`src/rtl/z80_bus_decoder.sv`:
```
// Runtime-configurable memory/IO region decoder with per-region wait states,
// interrupt-vector return and first-unmapped-access capture for the tv80 bus.
module z80_bus_decoder #(
  parameter int NREG = 4,
  parameter int AW   = 16,
  parameter int DW   = 8,
  parameter int WSW  = 3
) (
  input  logic               clk,
  input  logic               reset,
  input  logic               mreq_n,
  input  logic               iorq_n,
  input  logic               rd_n,
  input  logic               wr_n,
  input  logic               m1_n,
  input  logic [AW-1:0]      A,
  input  logic [NREG*DW-1:0] rd_data,
  input  logic [DW-1:0]      ivec,
  input  logic [NREG*AW-1:0] region_base,
  input  logic [NREG*AW-1:0] region_mask,
  input  logic [NREG-1:0]    region_io,
  input  logic [NREG*WSW-1:0] region_ws,
  input  logic [NREG-1:0]    region_en,
  input  logic               err_clr,
  output logic [NREG-1:0]    rd_cs,
  output logic [NREG-1:0]    wr_cs,
  output logic [DW-1:0]      di,
  output logic               wait_n,
  output logic               err,
  output logic [AW-1:0]      err_addr
);

  logic mem_acc, io_acc, intack, acc, start;
  logic acc_q, acc_d;
  logic [WSW-1:0] cnt_q, cnt_d;
  logic err_q, err_d;
  logic [AW-1:0] err_addr_q, err_addr_d;

  logic [NREG-1:0] hit;
  logic [NREG-1:0] win;
  logic            any_hit;
  logic [DW-1:0]   sel_data;
  logic [WSW-1:0]  sel_ws;
  logic            unmapped;

  assign mem_acc = !mreq_n && (!rd_n || !wr_n);
  assign io_acc  = !iorq_n && m1_n && (!rd_n || !wr_n);
  assign intack  = !iorq_n && !m1_n;
  assign acc     = mem_acc || io_acc || intack;
  assign start   = acc && !acc_q;

  always_comb begin
    for (int i = 0; i < NREG; i++) begin
      hit[i] = region_en[i]
             && (region_io[i] ? io_acc : mem_acc)
             && (((A ^ region_base[i*AW +: AW])
                  & region_mask[i*AW +: AW]) == '0);
    end
  end

  // Scan downward so the lowest hitting index is the last one written.
  always_comb begin
    win      = '0;
    any_hit  = 1'b0;
    sel_data = '0;
    sel_ws   = '0;
    for (int i = NREG - 1; i >= 0; i--) begin
      if (hit[i]) begin
        win      = '0;
        win[i]   = 1'b1;
        any_hit  = 1'b1;
        sel_data = rd_data[i*DW +: DW];
        sel_ws   = region_ws[i*WSW +: WSW];
      end
    end
  end

  assign rd_cs = win & {NREG{!rd_n}};
  assign wr_cs = win & {NREG{!wr_n}};

  always_comb begin
    di = '1;
    if (any_hit && !rd_n) begin
      di = sel_data;
    end else if (intack) begin
      di = ivec;
    end
  end

  assign unmapped = start && (mem_acc || io_acc) && !any_hit;

  always_comb begin
    acc_d = acc;
    cnt_d = cnt_q;
    if (start) begin
      cnt_d = (any_hit && !intack) ? sel_ws : '0;
    end else if (!acc) begin
      cnt_d = '0;
    end else if (cnt_q != '0) begin
      cnt_d = cnt_q - 1'b1;
    end
  end

  // A fresh capture outranks a simultaneous clear.
  always_comb begin
    err_d      = err_q;
    err_addr_d = err_addr_q;
    if (unmapped && (!err_q || err_clr)) begin
      err_d      = 1'b1;
      err_addr_d = A;
    end else if (err_clr) begin
      err_d      = 1'b0;
      err_addr_d = '0;
    end
  end

  always_ff @(posedge clk or posedge reset) begin
    if (reset) begin
      acc_q      <= 1'b0;
      cnt_q      <= '0;
      err_q      <= 1'b0;
      err_addr_q <= '0;
    end else begin
      acc_q      <= acc_d;
      cnt_q      <= cnt_d;
      err_q      <= err_d;
      err_addr_q <= err_addr_d;
    end
  end

  assign wait_n   = (cnt_q == '0);
  assign err      = err_q;
  assign err_addr = err_addr_q;

endmodule
```
`config.mk`:
```
export PLATFORM = sky130hd
export DESIGN_NAME = z80_bus_decoder
export DESIGN_NICKNAME = d
export VERILOG_FILES = /design/src/rtl/z80_bus_decoder.sv
export SDC_FILE = /design/constraint.sdc
export NUM_CORES = 1
export LEC_CHECK = 0
export BUFFER_PORTS_ARGS = -buffer_cell sky130_fd_sc_hd__buf_4
export CAP_MARGIN = 5
export CORE_AREA = 2 2 95 97
export DETAILED_ROUTE_END_ITERATION = 16
export DIE_AREA = 0 0 97 99
export PLACE_DENSITY_LB_ADDON = 0.1
export SETUP_SLACK_MARGIN = 0.15
export SLEW_MARGIN = 20
export SYNTH_ARGS = -nofsm -noshare
export SYNTH_HDL_FRONTEND = slang
export SYNTH_SLANG_ARGS = --single-unit
export TNS_END_PERCENT = 100
```
`constraint.sdc`:
```
create_clock -name clk -period 2.5 [get_ports clk]
set_input_delay 0 -clock clk [delete_from_list [all_inputs] [get_ports clk]]
set_output_delay 0 -clock clk [all_outputs]
set_load 0.03 [all_outputs]
```
==> reports/results.md <==
| Item | Value |
| --- | --- |
| Sort of element at the end of the critical path | output pin |
| Post-synth top flop | sky130_fd_sc_hd__dfrtp_1 |
| Number of buffers inserted during clock tree synthesis | 3 |
| Final core utilization | 54.1% |
| Critical path start-end classification | in2out |
| Count of final max-slew check failures | 0 |
| Width of the chip | 97 um |
| Area growth syn-to-layout | 73.2% |
| Fraction of final layout cells with drive strength greater than 1 | 53.7% |
| Sequential share of the synthesized area | 19.7% |
| Number of instances in the synthesized netlist | 308 |
| Worst hold slack after final layout | 0.0138 ns |
| Mean cell area of the mapped netlist | 8.67 um2 |
| Nature of the critical path startpoint | primary input |
| Overflow left after global routing | 0 |
| Area of the core | 8550 um2 |
| TritonCTS clock tree | built |
| Post-route clock period utilization | 87.8% |
| Number of routed nets with antenna violations | 0 |
| Final setup skew | 0.00433 ns |
| Count of boundary I/O pins | 246 |
| Cell taking the most area after synthesis | sky130_fd_sc_hd__xor2_1 |
| Library cells used by synthesis | 47 |
| Headroom to the max-slew limit | 41.5% |
| Via count of the first global-routing pass | 3,390 |
| Achievable clock frequency | 456 MHz |
| Final weighted congestion in routability-driven placement | 0.903 |
| N_diodes | 0 |
| Maximum ir drop on the vdd rail | 0.000194 V |
| Std-Cell Rows | 34 |
| Die Y | 99 um |
| Top-area cell type share of the netlist area | 21.0% |
| Number of remaining DRC errors | 0 |
| Minimum clock period | 2.19 ns |
| Async set-or-reset flop fraction in the synthesized netlist | 100% |
| Post-detailed-placement half-perimeter wirelength | 10,100 um |
| Leakage power figure | 2.42 nW |
| First-pass iteration count of the detailed router | 4 |
| Netlist Area Pre-Place | 2670 um2 |
| Number of maximum-capacitance violations | 0 |
| Power Total | 1.34 mW |
| Final Hold Fails | 0 |
| Number of setup violations in the final report | 0 |
| Sinks on the clock net | 21 |
| Wire length of the first global-routing pass | 18,200 um |
| Total of buffers placed on input and output ports | 245 |
| Clock transition at path regs | 0.08 ns |
| Total GRT Usage | 24.0% |
| Critical path required time | 2.50 ns |
| EDFF count, synth | 0 |
| Vias | 3,264 |
| Setup repair after global routing missed its margin | false |
| Via-per-instance ratio | 5.02 |
| Total wire length | 11,800 um |
| Biggest fanout along the worst timing path | 5 |
| WP data arrival | 2.19 ns |
| Number of synthesized register bits | 21 |
| Clock Root Buffer | sky130_fd_sc_hd__clkbuf_8 |
| Pin count of the biggest net entering global routing | 22 |
| H-tree depth reported by CTS | 1 |
| Initial antenna violation count | 0 |
| Average wire per cell in the routed design | 18.1 um |
| Most common cell after layout, fill and taps aside | sky130_fd_sc_hd__buf_4 |
| Synth Net Count | 522 |
| Leading cell types by total area after synthesis | sky130_fd_sc_hd__xor2_1, sky130_fd_sc_hd__dfrtp_1, sky130_fd_sc_hd__a22oi_1 |
| DRC violation total after the first TritonRoute iteration | 77 |
| Setup tns final | 0 ns |
| Highest-count cells in the layout ignoring fill and taps | sky130_fd_sc_hd__buf_4, sky130_fd_sc_hd__xor2_1, sky130_fd_sc_hd__a22oi_1 |
| Power density over the cells | 290 nW/um2 |
| Pin slew with the least headroom to its limit | 0.877 ns |
| Status | complete, no violations |
| Clock Latency Late Sink | 0.26 ns |
| Area of the die | 9600 um2 |
| Final net count | 757 |
| Type of the tightest min-delay check | in2reg |
| Initial core utilization | 31.2% |
| Maximum number of buffers from clock root to sink | 2 |
| Number of warning messages in the yosys log | 0 |
[sequential cells by signal (all words and copies together), names as in the netlist]
signal and cells:
acc_q 1, err_addr 16, cnt_q 3, err 1
[worst max-delay path, cell delays in order]
cell                       delay [ns]
sky130_fd_sc_hd__buf_4           0.11
sky130_fd_sc_hd__nand2b_1        0.23
sky130_fd_sc_hd__a221oi_1        0.33
sky130_fd_sc_hd__nand3_1         0.20
sky130_fd_sc_hd__or4_4           0.50
sky130_fd_sc_hd__nor3_4          0.19
sky130_fd_sc_hd__buf_4           0.16
sky130_fd_sc_hd__a222oi_1        0.07
sky130_fd_sc_hd__a22oi_1         0.21
sky130_fd_sc_hd__buf_4           0.19
[cell type report]
class | instances | area, um2
timing repair buffer | 257 | 1930
tap | 108 | 135
clock buffer | 3 | 41.3
sequential | 21 | 526
clock inverter | 1 | 5.00
inverter | 12 | 45.0
multi-input combinational | 248 | 1940
fill | 854 | 3930
[final timing paths]
| path | cells after the start | endpoint | start | slack, ns |
|---|---|---|---|---|
| max in group asynchronous | 3 | err_addr[11]$_DFFE_PP0P_ | reset | 1.48 |
| max reg2reg | 8 | cnt_q[1]$_DFFE_PP0P_ | cnt_q[0]$_DFFE_PP0P_ | 0.67 |
| min in group asynchronous | 3 | cnt_q[0]$_DFFE_PP0P_ | reset | 0.48 |
| max | 10 | di[0] | iorq_n | 0.31 |
| min | 2 | acc_q$_DFF_PP0_ | m1_n | 0.01 |
| min reg2reg | 2 | err$_DFFE_PP0P_ | err$_DFFE_PP0P_ | 0.55 |
[synthesized netlist by cell type, drive strengths merged (2+ instances only)]
library cell and number:
buf 22, o21ai 2, or4 2, a22oi 36, or3 2, xor2 64
inv 12, clkbuf 5, nor4 7, nor2 11, a222oi 2, a21o 3
a221o 2, and3 2, dfrtp 21, nand3 7, and2 10, nand2 16
a21oi 10, mux2 16, nor2b 22, nor3 3, a221oi 13, nand2b 2
nand4 3, ha 2
[where the power goes]
part	switching [mW]	leakage [nW]	internal [mW]
Clock	0.112	0.0255	0.111
Sequential	0.0153	0.279	0.369
Combinational	0.340	2.11	0.394
Total	0.468	2.42	0.875
[repair_timing]
action	CTS	global route
pin swaps	2	1
hold endpoints to repair	22	0
setup buffers	2	0
setup endpoints to repair	1	8
resized for setup	0	1
hold buffers	2	0
[layer usage]
metal | vias to the layer above | track usage [%] | routed length [um]
met5 | - | 0 | 0
li1 | 1580 | - | -
met3 | 8 | 3.97 | 782
met2 | 158 | 42.4 | 5850
met1 | 1518 | 30.9 | 4990
met4 | 0 | 4.98 | 148
[stage by stage]
stage          setup slack (ns)  instances  instance area, um2
2_1_floorplan             0.342        308                2670
3_3_place_gp              0.184        642                4540
3_5_place_dp              0.135        642                4540
4_1_cts                   0.237        650                4620
5_1_grt                   0.152        650                4630
6_report                  0.305        650                4630
[cells by family (layout without fill, tap and decap cells)]
logic type | Yosys count | in the layout | share of synthesized area, %
DFF | 21 | 21 | 19.7
adders and majority gates | 2 | 2 | 0.937
AOI/OAI and AO/OA | 77 | 77 | 22.4
muxes | 16 | 16 | 6.74
xor gates and xnor gates | 64 | 64 | 21.0
and+or+nand+nor | 89 | 89 | 21.4
buffers and inverters | 39 | 273 | 7.87
(Power assumes the default switching activity.)
